File: src/rtl/bcd_display_scan_if.sv
// Display-scan bus: scan controls and BCD value in, active-low segment and anode lines out.
interface bcd_display_scan_if #(
   parameter int unsigned NUM_DIGITS = 3
);
   logic                    i_ena;
   logic                    i_wr;
   logic [4*NUM_DIGITS-1:0] i_bcd;
   logic                    i_lzb;
   logic [NUM_DIGITS-1:0]   i_blink_mask;
   logic                    i_blink_phase;
   logic [NUM_DIGITS-1:0]   i_dp;
   logic [7:0]              o_seg;
   logic [NUM_DIGITS-1:0]   o_an;

   modport master (
      output i_ena, i_wr, i_bcd, i_lzb, i_blink_mask, i_blink_phase, i_dp,
      input  o_seg, o_an
   );

   modport slave (
      input  i_ena, i_wr, i_bcd, i_lzb, i_blink_mask, i_blink_phase, i_dp,
      output o_seg, o_an
   );
endinterface

File: src/rtl/bcd_display_scan.sv
// Multiplexed seven-segment scanner for the BCD counter chain.
// Snapshots the value once per frame (or on i_wr) so the display never tears,
// with leading-zero blanking, per-digit blink and decimal points.
module bcd_display_scan #(
   parameter int unsigned NUM_DIGITS = 3,
   parameter int unsigned DWELL      = 4,
   parameter int unsigned BLANK      = 1
) (
   input  logic                 i_clk,
   input  logic                 i_reset_n,
   bcd_display_scan_if.slave    bus
);
   localparam int unsigned IDX_W  = (NUM_DIGITS > 1) ? $clog2(NUM_DIGITS) : 1;
   localparam int unsigned TICK_W = 8;
   localparam int unsigned BCD_W  = 4 * NUM_DIGITS;

   localparam logic [TICK_W-1:0] BLANK_LAST = TICK_W'(BLANK - 1);
   localparam logic [TICK_W-1:0] SHOW_LAST  = TICK_W'(DWELL - BLANK - 1);
   localparam logic [IDX_W-1:0]  IDX_LAST   = IDX_W'(NUM_DIGITS - 1);

   typedef enum logic {S_BLANK = 1'b0, S_SHOW = 1'b1} state_t;

   state_t                state;
   logic [IDX_W-1:0]      idx;
   logic [TICK_W-1:0]     tick;
   logic [BCD_W-1:0]      shadow;
   logic [7:0]            seg_q;
   logic [NUM_DIGITS-1:0] an_q;

   logic [NUM_DIGITS-1:0] lz_c;
   logic                  all_zero_c;
   logic [3:0]            digit_c;
   logic                  blank_c;
   logic [7:0]            seg_c;
   logic [NUM_DIGITS-1:0] an_c;

   // Nibble to active-low {g,f,e,d,c,b,a}; non-BCD values show a dash.
   function automatic logic [6:0] decode(input logic [3:0] v);
      logic [6:0] s;
      case (v)
         4'd0:    s = 7'h40;
         4'd1:    s = 7'h79;
         4'd2:    s = 7'h24;
         4'd3:    s = 7'h30;
         4'd4:    s = 7'h19;
         4'd5:    s = 7'h12;
         4'd6:    s = 7'h02;
         4'd7:    s = 7'h78;
         4'd8:    s = 7'h00;
         4'd9:    s = 7'h10;
         default: s = 7'h3F;
      endcase
      return s;
   endfunction

   // Leading-zero map: walk down from the MSD while every digit seen is zero; digit 0 is never blanked.
   always_comb begin
      lz_c       = '0;
      all_zero_c = 1'b1;
      for (int k = NUM_DIGITS - 1; k >= 0; k--) begin
         all_zero_c = all_zero_c & (shadow[4*k +: 4] == 4'd0);
         if (k != 0) lz_c[k] = all_zero_c;
      end
   end

   // Segment/anode pattern for the digit about to be shown; blink wins over lzb, dp always passes.
   always_comb begin
      digit_c = shadow[4*int'(idx) +: 4];
      blank_c = (bus.i_blink_mask[idx] & bus.i_blink_phase) | (bus.i_lzb & lz_c[idx]);
      seg_c   = {~bus.i_dp[idx], blank_c ? 7'h7F : decode(digit_c)};
      an_c    = ~(NUM_DIGITS'(1) << idx);
   end

   // Scan FSM with registered outputs; shadow reloads on i_wr or on frame wrap.
   always_ff @(posedge i_clk) begin
      if (!i_reset_n) begin
         state  <= S_BLANK;
         idx    <= '0;
         tick   <= '0;
         shadow <= '0;
         seg_q  <= 8'hFF;
         an_q   <= '1;
      end else begin
         if (bus.i_wr) shadow <= bus.i_bcd;
         if (bus.i_ena) begin
            case (state)
               S_BLANK: begin
                  if (tick == BLANK_LAST) begin
                     state <= S_SHOW;
                     tick  <= '0;
                     seg_q <= seg_c;
                     an_q  <= an_c;
                  end else begin
                     tick <= tick + TICK_W'(1);
                  end
               end
               S_SHOW: begin
                  if (tick == SHOW_LAST) begin
                     state <= S_BLANK;
                     tick  <= '0;
                     seg_q <= 8'hFF;
                     an_q  <= '1;
                     if (idx == IDX_LAST) begin
                        idx    <= '0;
                        shadow <= bus.i_bcd;
                     end else begin
                        idx <= idx + IDX_W'(1);
                     end
                  end else begin
                     tick <= tick + TICK_W'(1);
                  end
               end
               default: begin
                  state <= S_BLANK;
                  tick  <= '0;
               end
            endcase
         end
      end
   end

   assign bus.o_seg = seg_q;
   assign bus.o_an  = an_q;
endmodule

File: src/flat_wrapper.sv
// flat-port wrapper written by rule: the top's interface ports become plain ports
module bcd_display_scan_flat 
#(
   parameter int unsigned NUM_DIGITS = 3,
   parameter int unsigned DWELL      = 4,
   parameter int unsigned BLANK      = 1
)
  (i_clk, i_reset_n, bus_i_ena, bus_i_wr, bus_i_bcd, bus_i_lzb, bus_i_blink_mask, bus_i_blink_phase, bus_i_dp, bus_o_seg, bus_o_an);
  bcd_display_scan_if #(.NUM_DIGITS(NUM_DIGITS)) bus_i ();
  input  logic i_clk;
  input  logic i_reset_n;
  input wire logic [$bits(bus_i.i_ena)-1:0] bus_i_ena;
  input wire logic [$bits(bus_i.i_wr)-1:0] bus_i_wr;
  input wire logic [$bits(bus_i.i_bcd)-1:0] bus_i_bcd;
  input wire logic [$bits(bus_i.i_lzb)-1:0] bus_i_lzb;
  input wire logic [$bits(bus_i.i_blink_mask)-1:0] bus_i_blink_mask;
  input wire logic [$bits(bus_i.i_blink_phase)-1:0] bus_i_blink_phase;
  input wire logic [$bits(bus_i.i_dp)-1:0] bus_i_dp;
  output wire logic [$bits(bus_i.o_seg)-1:0] bus_o_seg;
  output wire logic [$bits(bus_i.o_an)-1:0] bus_o_an;
  assign bus_i.i_ena = bus_i_ena;
  assign bus_i.i_wr = bus_i_wr;
  assign bus_i.i_bcd = bus_i_bcd;
  assign bus_i.i_lzb = bus_i_lzb;
  assign bus_i.i_blink_mask = bus_i_blink_mask;
  assign bus_i.i_blink_phase = bus_i_blink_phase;
  assign bus_i.i_dp = bus_i_dp;
  assign bus_o_seg = bus_i.o_seg;
  assign bus_o_an = bus_i.o_an;
  bcd_display_scan #(.NUM_DIGITS(NUM_DIGITS), .DWELL(DWELL), .BLANK(BLANK)) u_core (.i_clk(i_clk), .i_reset_n(i_reset_n), .bus(bus_i));
endmodule
File: config.mk
export PLATFORM = sky130hd
export DESIGN_NAME = bcd_display_scan_flat
export DESIGN_NICKNAME = d
export VERILOG_FILES = /design/src/rtl/bcd_display_scan_if.sv /design/src/rtl/bcd_display_scan.sv /design/src/flat_wrapper.sv
export SDC_FILE = /design/constraint.sdc
export NUM_CORES = 1
export LEC_CHECK = 0
export BUFFER_PORTS_ARGS = -buffer_cell sky130_fd_sc_hd__buf_2
export CORE_MARGIN = 10
export CORE_UTILIZATION = 54
export DETAILED_ROUTE_END_ITERATION = 8
export PLACE_DENSITY = 0.78
export SETUP_SLACK_MARGIN = 0.5
export SKIP_CTS_REPAIR_TIMING = 1
export SYNTH_ARGS = -nofsm -noshare
export SYNTH_HDL_FRONTEND = slang
export SYNTH_SLANG_ARGS = --single-unit
export TNS_END_PERCENT = 1
File: constraint.sdc
create_clock -name i_clk -period 2.2 [get_ports i_clk]
set_input_delay 0.44 -clock i_clk [delete_from_list [all_inputs] [get_ports i_clk]]
set_output_delay 0.44 -clock i_clk [all_outputs]
set_load 0.005 [all_outputs]
# Word-level counts from Yosys, hierarchy flattened
# Memories as Yosys holds them, arrays and structs flattened.
# Cells that the tools add are included.
dict set report totals {
  elab_cells 53
  mem_count 1
  register_bits 34
  inputBits 24
  out_inout_bits 11
  romBits 112
}
# memory depth word_bits read_ports rd_clocked_by_memory_dff wr line_no
set memory_table {}
lappend memory_table {{(name not given)} 16 7 1 0 0 bcd_display_scan.sv:40} ;# case (v)
dict set report op_classes {
  magnitude_cmp 1
  add_sub_neg 2
  bitwise_logic 7
  shift 2
  reduce_logical 5
  muxes 25
  n_eq_ne 4
}
# cell n
set ops {}
lappend ops {{2-to-1 mux 12 bit} 5}
lappend ops {{2-to-1 mux 8 bit} 4}
lappend ops {{one-hot mux 8 bit (2 select lines)} 2}
lappend ops {{variable part select 12 x 5 -> 4 bit} 1}
lappend ops {{adder 8 x 1 -> 8 bit, second input constant} 1}
lappend ops {{equality test 8 x 2 -> 1 bit, second input constant} 1}
lappend ops {{zero test 4 bit} 2}
lappend ops {{zero test 8 bit} 1}
lappend ops {{2-to-1 mux 7 bit} 1}
lappend ops {{binary-select mux 1 bit (select 2 bit)} 3}
lappend ops {{2-to-1 mux 3 bit} 2}
lappend ops {{one-hot mux 3 bit (2 select lines)} 1}
lappend ops {{AND reduction 3 bit} 2}
lappend ops {{2-to-1 mux 1 bit} 5}
lappend ops {{bitwise AND 1 bit} 3}
lappend ops {{< comparator 2 x 3 -> 1 bit, second input constant} 1}
lappend ops {{inverter 3 bit} 1}
lappend ops {{left shift 1 x 2 -> 3 bit, first input constant} 1}
lappend ops {{adder 2 x 1 -> 2 bit, second input constant} 1}
lappend ops {{equality test 2 bit, second input constant} 1}
lappend ops {{2-to-1 mux 2 bit} 1}
lappend ops {{!= test 2 x 1 -> 1 bit, second input constant} 1}
lappend ops {{!= test 2 bit, second input constant} 1}
lappend ops {{inverter 1 bit} 2}
lappend ops {{2 further kinds} 2}

# Depth between registers and ports, before layout
# Gate-level depths: netlist of run 1.
dict set report depth {
  depth_word 9
  depth_mapped 9
  mapped_depth_nobuf 7
}

# Worst setup path before layout of run 1
# OpenSTA, ideal clock, no wires.
dict set report synth_path {
  path_type {flip-flop to flip-flop}
  start {reg u_core.idx[1]}
  end {reg u_core.seg_q[0], in the netlist u_core.bus.o_seg[0]}
  path_buffers 1
  period_less_slack_ns 1.947
  path_stages_with_launch 9
  slack_ns 0.253
  arrival_ns 1.818
  setup_ns 0.128
  required_time_ns 2.072
  path_cell_list {dfxtp_1 buf_4 mux2_1 a22oi_1 inv_1 ha_1 mux2_1 nand2_1 a2bb2oi_1}
}
dict set report synth_via {
  elab_chain_cells 7
  word_cells_on_any_way 12
  cone_classes {shift (1); mux (7); bitwise (3); memory (1)}
}
# item line_no
set synth_rtl {}
lappend synth_rtl {{start: declaration} bcd_display_scan.sv:24} ;# logic [IDX_W-1:0] idx;
lappend synth_rtl {{start signal: assignment} bcd_display_scan.sv:107} ;# idx <= idx + IDX_W'(1);
lappend synth_rtl {{branches (longest 4 deep; another with memory (16 x 7 bit))} n/a}
lappend synth_rtl {{2-to-1 mux 7 bit *} bcd_display_scan.sv:70} ;# seg_c = {~bus.i_dp[idx], blank_c ? 7'h7F : decode(digit_c)};
lappend synth_rtl {{2-to-1 mux 8 bit *} bcd_display_scan.sv:88} ;# if (tick == BLANK_LAST) begin
lappend synth_rtl {{one-hot mux 8 bit (2 select lines) *} bcd_display_scan.sv:86} ;# case (state)
lappend synth_rtl {{end signal: assignment} bcd_display_scan.sv:91} ;# seg_q <= seg_c;
lappend synth_rtl {{end: declaration} bcd_display_scan.sv:27} ;# logic [7:0] seg_q;
# Every way passes the cells marked *. The select of a mux whose other input is x is not followed.
# A chain may end at the register's enable or synchronous reset.

# Final worst setup path of run 1
dict set report layout_path {
  start {reg u_core.idx[1]}
  end {reg u_core.seg_q[3], in the netlist u_core.bus.o_seg[3]}
}
# Same word-level chain as after synthesis.

==> run_results.csv, run 1 <==
group,metric,value,unit
logic_synthesis,yosysTopAreaCellShare,0.379,
logic_synthesis,syn_inst,178,
detailed_routing,drc_errors,0,
power_and_ir_drop,peakVddDrop,0.000467,V
clock_network,cts_buffers,5,
detailed_routing,wire_per_inst,15.6,um
critical_path,path_max_fanout,8,
clock_network,cts_sinks,34,
sta,setup_ws,0.413,ns
detailed_routing,drt_iter0_drc,163,
logic_synthesis,ys_ff_latch,34,
global_route,grt_max_degree,19,
clock_network,clk_latency,0.34,ns
die,rows,20,
detailed_routing,ant_nets,0,
critical_path,crit_path_end_kind,"flop",
logic_synthesis,synth_xor_area_frac,0.0341,
clock_network,cts_root_buf,"clkbuf_4",
detailed_routing,wl,4160,um
logic_synthesis,synth_area_leaders,"dfxtp_1 (38%), mux2i_1 (8.9%), nor2b_1 (5.9%), ha_1 (5.6%), a2bb2oi_1 (3.4%)",
logic_synthesis,synth-edff-count,0,
logic_synthesis,dominantRegCellSynth,"dfxtp_1",
sta,setup_violations,0,
logic_synthesis,yosysSeqAreaShare,0.379,
worst_hold_path,hold_class,"input pin to flop",
critical_path,startpoint_type,"flop",
sta,final.period_utilization,0.812,
clock_network,cts_tree,"done",
critical_path,worstRegToRegCells,6,
global_route,grt_pass1_vias,1388,
placed_design,dp_cells,249,
cells_and_area,nNetsFinal,253,
placed_design,gp_congestion,0.809,
die,core_area,3130,sq um
sta,whs,0.350,ns
die,die_h,77.7,um
cells_and_area,stdcell_count,266,
die,fp.dieW,77.7,um
detailed_routing,drt-vias-per-instance,5.40,
global_route,grt_pass1_wl,6580,um
clock_network,cts_htree_levels,2,
logic_synthesis,yosysUniqueCellTypes,40,
cells_and_area,drive_gt1_frac,0.351,
logic_synthesis,synth.most_common_cell,"dfxtp_1",
clock_network,path_clk_slew,0.10,ns
sta,finalHoldViolCount,0,
sta,fin_skew,0.00736,ns
sta,slew_violations,0,
logic_synthesis,avgSynthCellArea,10.1,sq um
status,status,"finished, final reports clean",
die,initial_core_util,0.574,
logic_synthesis,yosys_warnings,0,
die,io_pins,35,
sta,fmax,559,MHz
logic_synthesis,synthMuxAreaShare,0.127,
power_and_ir_drop,p_leak,0.901,nW
global_route,antenna_found_initial,0,
logic_synthesis,synth_nets,210,
die,dieArea,6030,sq um
logic_synthesis,yosys.area.top_type,"dfxtp_1",
cells_and_area,area_growth,20.4,%
sta,relSlewSlack,0.757,
detailed_routing,dr.pass1.iters,4,
logic_synthesis,synth.cell_area,1800,sq um
logic_synthesis,synth_compound_area_frac,0.156,
placed_design,dpl.hpwl,2940,um
sta,max_slew.worst_pin.slew,0.362,ns
global_route,grt_overflow,0,
logic_synthesis,synthAdderAreaFrac,0.0557,
cells_and_area,antenna_cells,0,
global_route,track_usage,0.133,
worst_hold_path,hold_path_depth,3,
sta,finalCriticalPeriod,1.79,ns
placed_design,dp_slack,0.207,ns
logic_synthesis,synth_top_family_by_area,"simple AND/OR/NAND/NOR gates",
critical_path,critPathArrivalTime,2.00,ns
sta,fin_setup_tns,0,ns
critical_path,critPathKind,"flop to flop",
critical_path,critPathRequiredTime,2.42,ns
logic_synthesis,synthSimpleGateAreaFrac,0.198,
power_and_ir_drop,power_density,586,nW/um^2
logic_synthesis,async_flop_share,0,
placed_design,io_buffers,34,
clock_network,clk_path_buf_depth,2,
sta,rsz0062_at_grt,"true",
detailed_routing,vias,1437,
logic_synthesis,yosys-top-cells-count,"dfxtp_1 (34), nor2b_1 (17), mux2i_1 (16)",
flow_run,maxCapViolations,0,
logic make-up (layout without fill, tap and decap cells):
kind of cell    count (synthesis)  count (layout)
flops                          34              34
compound gates                 30              30
buf+inv                        15              59
simple gates                   63              63
xor+xnor                        7               7
fa+ha+maj                       8               8
mux                            21              21
path summary, 6_finish.rpt:
kind                              start                          endpoint  slack [ns]
max          u_core.idx[1]$_SDFFE_PN0P_  u_core.bus.o_seg[3]$_SDFFE_PN1P_        0.41
min                        bus_i_bcd[4]       u_core.shadow[4]$_SDFF_PN0_        0.35
max reg2reg  u_core.idx[1]$_SDFFE_PN0P_  u_core.bus.o_seg[3]$_SDFFE_PN1P_        0.41
min reg2reg   u_core.state$_SDFFE_PN0P_         u_core.state$_SDFFE_PN0P_        0.49
layout by cell type (no fill, tap or decap), types with 2 or more instances in the layout:
master / Yosys / routed
o32a_1: 3 / 3
and3_1: 3 / 2
inv_2: 0 / 2
a21oi_1: 5 / 5
o21ai_1: 4 / 4
dfxtp_1: 34 / 31
nand4_1: 4 / 4
dfxtp_4: 0 / 2
a22oi_2: 2 / 3
nand2_1: 12 / 12
nor2_1: 13 / 13
mux2i_1: 16 / 16
and2_1: 4 / 3
buf_4: 3 / 9
inv_1: 7 / 5
nor4_1: 3 / 3
a2bb2oi_1: 7 / 7
nor2b_1: 17 / 15
ha_1: 8 / 6
mux2_4: 0 / 3
nor3_1: 2 / 2
xor2_1: 6 / 6
clkbuf_4: 0 / 5
buf_2: 1 / 34
sequential cells by signal, indices dropped and copies added, names as in the netlist:
signal	flops
u_core.bus.o_seg	8
u_core.state	1
u_core.tick	8
u_core.shadow	12
u_core.bus.o_an	3
u_core.idx	2
final cells by class:
| type | count | area [sq um] |
|---|---|---|
| sequential | 34 | 689 |
| clock inverter | 1 | 5.00 |
| tap | 44 | 55.1 |
| inverter | 7 | 26.3 |
| clock buffer | 7 | 55.1 |
| timing repair buffer | 44 | 258 |
| fill | 224 | 965 |
| multi-input combinational | 129 | 1070 |
per-layer routing:
layer	global-route usage	up-vias	wire length (um)
met4	0.0438	0	47
met2	0.210	40	2040
met1	0.157	679	1770
met5	0	-	0
li1	-	712	-
met3	0.0622	6	296
per-stage QoR:
stage,util,instance area [sq um],power [W]
floorplan,-,1820,0.000837
global placement,0.633,1980,0.000892
detailed placement,0.633,1980,0.000901
CTS,0.652,2040,0.00126
global route,0.692,2160,0.00134
finish,0.692,2160,0.00127
critical path, stage by stage (launching register included):
cell,delay (ns)
dfxtp_4,0.43
mux2_4,0.32
a22oi_2,0.19
buf_4,0.14
a21oi_2,0.06
nor4_4,0.41
a2bb2oi_1,0.12
report_power, final:
part | internal [W] | total (W) | switching [W]
logic | 0.000118 | 0.000225 | 0.000108
clock network | 0.000155 | 0.000362 | 0.000207
registers | 0.000649 | 0.000681 | 0.0000321
total | 0.000921 | 0.00127 | 0.000347
No activity file was read; power rests on OpenSTA's default activity.
==> run 2: changes to the inputs <==
--- a/config.mk
+++ b/config.mk
@@ -7,9 +7,9 @@
 export LEC_CHECK = 0
 export BUFFER_PORTS_ARGS = -buffer_cell sky130_fd_sc_hd__buf_2
 export CORE_MARGIN = 10
-export CORE_UTILIZATION = 54
+export CORE_UTILIZATION = 49
 export DETAILED_ROUTE_END_ITERATION = 8
-export PLACE_DENSITY = 0.78
+export PLACE_DENSITY = 0.75
 export SETUP_SLACK_MARGIN = 0.5
 export SKIP_CTS_REPAIR_TIMING = 1
 export SYNTH_ARGS = -nofsm -noshare
==> constraint.sdc (replaced) <==
create_clock -name i_clk -period 1.5 [get_ports i_clk]
set_input_delay 0.3 -clock i_clk [delete_from_list [all_inputs] [get_ports i_clk]]
set_output_delay 0.3 -clock i_clk [all_outputs]
set_load 0.005 [all_outputs]
==> run_results.csv, run 2 (synthesis results as in run 1) <==
group,metric,value,unit
status,status,"finished, violations left",
status,violations,"negative setup slack",
worst_hold_path,hold_class,"input pin to flop",
critical_path,crit_buf_inv,2,
worst_hold_path,min_from,"bus_i_bcd[10]",
cells_and_area,antenna_cells,0,
detailed_routing,dr.pass1.iters,4,
power_and_ir_drop,power_density,862,nW/um^2
worst_hold_path,hold_end,"u_core.shadow[10]$_SDFF_PN0_",
clock_network,cts_sinks,34,
die,dieArea,6490,sq um
critical_path,reg2reg_slack,-0.14,ns
global_route,grt_overflow,0,
placed_design,io_buffers,34,
sta,final.period_utilization,1.09,
die,io_pins,35,
critical_path,path_max_fanout,12,
placed_design,dpl.hpwl,3140,um
cells_and_area,fin_area,2400,sq um
power_and_ir_drop,p_leak,1.05,nW
critical_path,worstRegToRegCells,7,
cells_and_area,largest_reg_flops,12,
detailed_routing,ant_nets,0,
sta,max_slew.worst_pin.slew,0.344,ns
critical_path,critPathKind,"flop to flop",
worst_hold_path,hold_path_depth,3,
detailed_routing,drc_errors,0,
detailed_routing,wl,4260,um
cells_and_area,drive_gt1_frac,0.427,
placed_design,dpl-instance-area,2240,sq um
clock_network,cts_buffers,5,
global_route,antenna_found_initial,0,
clock_network,clk_latency,0.28,ns
critical_path,cp_cell_sequence,"nor4_2 > and3_4 > buf_4 > a31oi_4 > buf_12 > mux2i_2 > nor2b_1",
clock_network,cts_root_buf,"clkbuf_8",
sta,slew_violations,0,
critical_path,critPathTopFamily,"simple AND/OR/NAND/NOR gates",
detailed_routing,vias,1513,
critical_path,r2r-start,"u_core.tick[6]$_SDFFE_PN0P_",
detailed_routing,wire_per_inst,14.5,um
die,initial_core_util,0.522,
flow_run,maxCapViolations,0,
global_route,grt_max_degree,19,
detailed_routing,topRoutingLayerUsed,"met4",
detailed_routing,wl_met1,1980,um
clock_network,clk_path_buf_depth,2,
cells_and_area,regMostFlops,"u_core.shadow",
clock_network,path_clk_slew,0.07,ns
sta,setup_ws,-0.136,ns
sta,finalHoldViolCount,0,
power_and_ir_drop,peakVddDrop,0.000712,V
cells_and_area,layout_common_cells,"buf_2 (34), buf_4 (34), dfxtp_1 (32)",
sta,fin_skew,0.00260,ns
sta,finalCriticalPeriod,1.64,ns
critical_path,critPathArrivalTime,1.81,ns
global_route,track_usage,0.125,
die,fp.dieW,80.6,um
sta,setup_violations,24,
critical_path,startpoint_type,"flop",
detailed_routing,drt-vias-per-instance,5.15,
detailed_routing,wl_met2,2040,um
detailed_routing,wl_met3,200,um
die,die_h,80.6,um
global_route,grt_pass1_wl,6570,um
die,core_area,3440,sq um
global_route,grt_pass1_vias,1492,
cells_and_area,nNetsFinal,279,
critical_path,crit_path_end_kind,"flop",
sta,fmax,611,MHz
detailed_routing,drt_iter0_drc,74,
cells_and_area,area_growth,33.8,%
critical_path,critPathRequiredTime,1.67,ns
placed_design,gp_congestion,0.859,
die,rows,21,
critical_path,cpMaxStageDelayCell,"dfxtp_1",
sta,fin_setup_tns,-2.19,ns
clock_network,cts_htree_levels,2,
sta,relSlewSlack,0.769,
clock_network,cts_tree,"done",
critical_path,reg2reg_to,"u_core.shadow[9]$_SDFF_PN0_",
critical_path,critPathMaxStageDelay,0.33,ns
sta,rsz0062_at_grt,"true",
run 2: changes by cell type in the layout (fill, tap and decap cells not counted), sizes merged:
cell / previous run / this run
buf: 44 / 70
run 2: layer usage:
metal,track usage,up-vias
met1,0.153,716
met4,0.0370,0
li1,-,763
met2,0.201,30
met5,0,-
met3,0.0390,4
run 2: final cells by class:
cell class / instances / area (sq um)
Multi-Input combinational cell: 129 / 1090
Fill cell: 263 / 1040
Sequential cell: 34 / 686
Timing Repair Buffer: 70 / 457
Clock buffer: 7 / 86.3
Tap cell: 46 / 57.6
Inverter: 7 / 26.3
Clock inverter: 1 / 5.00
run 2: power by group:
group | leakage (nW) | total, W | internal [W] | switching, W
Combinational | 0.718 | 0.000392 | 0.000213 | 0.000178
Clock | 0.0482 | 0.000693 | 0.000370 | 0.000323
Sequential | 0.280 | 0.000987 | 0.000953 | 0.0000339
run 2: worst register-to-register path: cells and delay by family (launching register included):
family / cells / cell delay (ns)
flip-flops: 1 / 0.33
buffers and inverters: 2 / 0.30
AND/OR/NAND/NOR: 3 / 0.61
AO/OA/AOI/OAI: 1 / 0.08
multiplexers: 1 / 0.19
run 2: worst max path at each step:
stage / cells after the start / to / slack [ns] / start
after floorplan: 8 / u_core.bus.o_seg[0]$_SDFFE_PN1P_ / -0.26 / u_core.idx[1]$_SDFFE_PN0P_
after detailed placement: 8 / u_core.bus.o_seg[0]$_SDFFE_PN1P_ / -0.26 / u_core.idx[1]$_SDFFE_PN0P_
after global placement: 7 / u_core.bus.o_seg[5]$_SDFFE_PN1P_ / -0.20 / u_core.idx[1]$_SDFFE_PN0P_
after CTS: 8 / u_core.bus.o_seg[0]$_SDFFE_PN1P_ / -0.28 / u_core.idx[1]$_SDFFE_PN0P_
after global routing: 5 / u_core.bus.o_seg[1]$_SDFFE_PN1P_ / -0.24 / u_core.tick[6]$_SDFFE_PN0P_
final: 7 / u_core.shadow[9]$_SDFF_PN0_ / -0.14 / u_core.tick[6]$_SDFFE_PN0P_
run 2: per-stage QoR:
step,instances,power [W],worst slack [ns],hold slack [ns],utilization
global placement,285,0.00137,-0.199,0.468,0.650
finish,294,0.00207,-0.136,0.269,0.698
detailed placement,285,0.00138,-0.256,0.472,0.650
floorplan,178,0.00123,-0.256,0.437,-
CTS,293,0.00207,-0.277,0.267,0.677
global route,294,0.00216,-0.237,0.278,0.698
==> run 3: changes to the inputs <==
--- a/config.mk
+++ b/config.mk
@@ -7,9 +7,8 @@
 export LEC_CHECK = 0
 export BUFFER_PORTS_ARGS = -buffer_cell sky130_fd_sc_hd__buf_2
 export CORE_MARGIN = 10
-export CORE_UTILIZATION = 49
+export CORE_UTILIZATION = 40
 export DETAILED_ROUTE_END_ITERATION = 8
-export PLACE_DENSITY = 0.75
 export SETUP_SLACK_MARGIN = 0.5
 export SKIP_CTS_REPAIR_TIMING = 1
 export SYNTH_ARGS = -nofsm -noshare
==> constraint.sdc (replaced) <==
create_clock -name i_clk -period 1.5 [get_ports i_clk]
set_input_delay 0 -clock i_clk [delete_from_list [all_inputs] [get_ports i_clk]]
set_output_delay 0 -clock i_clk [all_outputs]
set_load 0.005 [all_outputs]
==> run_results.csv, run 3 (synthesis results as in run 1) <==
group,metric,value,unit
critical_path,crit_path_end_kind,"flop",
clock_network,cts_htree_levels,2,
clock_network,clk_latency,0.28,ns
critical_path,critPathArrivalTime,1.85,ns
critical_path,critPathMaxStageDelay,0.38,ns
clock_network,clk_path_buf_depth,2,
detailed_routing,drt_iter0_drc,41,
detailed_routing,dr.pass1.iters,4,
cells_and_area,fin_area,2480,sq um
critical_path,crit_buf_inv,1,
power_and_ir_drop,peakVddDrop,0.000440,V
cells_and_area,regMostFlops,"u_core.shadow",
power_and_ir_drop,p_leak,1.09,nW
sta,relSlewSlack,0.761,
global_route,grt_pass1_vias,1530,
global_route,grt_pass1_wl,6840,um
critical_path,startpoint_type,"flop",
sta,final.period_utilization,1.13,
cells_and_area,layout_common_cells,"buf_2 (34), buf_4 (33), dfxtp_1 (29)",
cells_and_area,layout_commonest_cell,"buf_2",
placed_design,gp_congestion,0.849,
critical_path,cp_cell_sequence,"mux2_4 > a22oi_2 > buf_4 > a21oi_2 > nor4_4 > a2bb2oi_1",
global_route,antenna_found_initial,0,
clock_network,cts_sinks,34,
die,dieArea,7570,sq um
critical_path,critPathRequiredTime,1.66,ns
detailed_routing,ant_nets,0,
clock_network,cts_buffers,5,
die,core_area,4350,sq um
cells_and_area,nNetsFinal,284,
critical_path,cpMaxStageDelayCell,"dfxtp_4",
placed_design,io_buffers,34,
cells_and_area,largest_reg_flops,12,
placed_design,dpl.hpwl,3150,um
global_route,grt_overflow,0,
status,violations,"negative hold slack, negative setup slack",
detailed_routing,vias,1435,
sta,rsz0062_at_grt,"true",
sta,finalHoldViolCount,9,
sta,finalCriticalPeriod,1.69,ns
detailed_routing,wl,3960,um
sta,fin_skew,0.00494,ns
sta,setup_ws,-0.193,ns
die,rows,24,
cells_and_area,drive_gt1_frac,0.434,
critical_path,critPathKind,"flop to flop",
detailed_routing,drc_errors,0,
cells_and_area,utilization,0.569,
clock_network,cts_root_buf,"clkbuf_8",
global_route,track_usage,0.109,
flow_run,maxCapViolations,0,
sta,fmax,591,MHz
critical_path,path_max_fanout,5,
sta,whs,-0.0236,ns
power_and_ir_drop,power_density,830,nW/um^2
placed_design,dpl-instance-area,2270,sq um
die,die_h,87.0,um
sta,setup_violations,12,
cells_and_area,antenna_cells,0,
detailed_routing,wire_per_inst,13.1,um
clock_network,path_clk_slew,0.06,ns
status,status,"finished, violations left",
sta,max_slew.worst_pin.slew,0.356,ns
global_route,grt_max_degree,14,
detailed_routing,drt-vias-per-instance,4.74,
clock_network,cts_tree,"done",
critical_path,critPathTopFamily,"compound AO/OA/AOI/OAI gates",
sta,slew_violations,0,
cells_and_area,stdcell_count,303,
die,fp.dieW,87.0,um
die,io_pins,35,
die,initial_core_util,0.413,
placed_design,dp_cells,293,
cells_and_area,area_growth,37.8,%
placed_design,dp_slack,-0.262,ns
worst_hold_path,hold_class,"input pin to flop",
==> run 3: changes by cell type in the layout (fill, tap and decap cells not counted), sizes merged <==
cell         change
clkbuf           -1
dlygate4sd3      +3
clkinv           -1
buf              +2
==> run 3: metrics by stage <==
| step | total power, W | setup TNS [ns] |
|---|---|---|
| floorplan | 0.00123 | -1.70 |
| global placement | 0.00138 | -3.59 |
| detailed placement | 0.00138 | -3.75 |
| CTS | 0.00206 | -4.39 |
| global route | 0.00217 | -2.94 |
| finish | 0.00206 | -1.25 |
==> run 3: routing by layer <==
| metal | up-vias | part of all wire | global-route usage |
|---|---|---|---|
| met2 | 20 | 0.48 | 0.179 |
| met4 | 0 | 0.013 | 0.0309 |
| li1 | 771 | - | - |
| met1 | 637 | 0.47 | 0.136 |
| met5 | - | 0 | 0 |
| met3 | 7 | 0.041 | 0.0300 |
==> run 3: worst min-delay path, stage by stage <==
cell and delay [ns]:
buf_2 0.08, mux2i_1 0.05, nor2b_1 0.09
==> run 3: final timing paths <==
check / from / end / slack [ns] / cells after the start
worst min-delay path: bus_i_bcd[5] / u_core.shadow[5]$_SDFF_PN0_ / -0.02 / 3
worst max register to register: u_core.idx[1]$_SDFFE_PN0P_ / u_core.bus.o_seg[3]$_SDFFE_PN1P_ / -0.19 / 6
worst max-delay path: u_core.idx[1]$_SDFFE_PN0P_ / u_core.bus.o_seg[3]$_SDFFE_PN1P_ / -0.19 / 6
worst min register to register: u_core.bus.o_an[1]$_SDFFE_PN1P_ / u_core.bus.o_an[1]$_SDFFE_PN1P_ / 0.48 / 1
==> run 3: final cells by class <==
| class | instances | area, sq um |
|---|---|---|
| fill | 375 | 1880 |
| multi-input combinational | 129 | 1090 |
| sequential | 34 | 689 |
| timing repair buffer | 75 | 522 |
| clock buffer | 6 | 82.6 |
| tap | 52 | 65.1 |
| inverter | 7 | 26.3 |
==> run 3: report_power, final <==
group	internal, W	switching (W)	total (W)
logic	0.000230	0.000171	0.000401
clock network	0.000354	0.000312	0.000666
registers	0.000954	0.0000348	0.000989
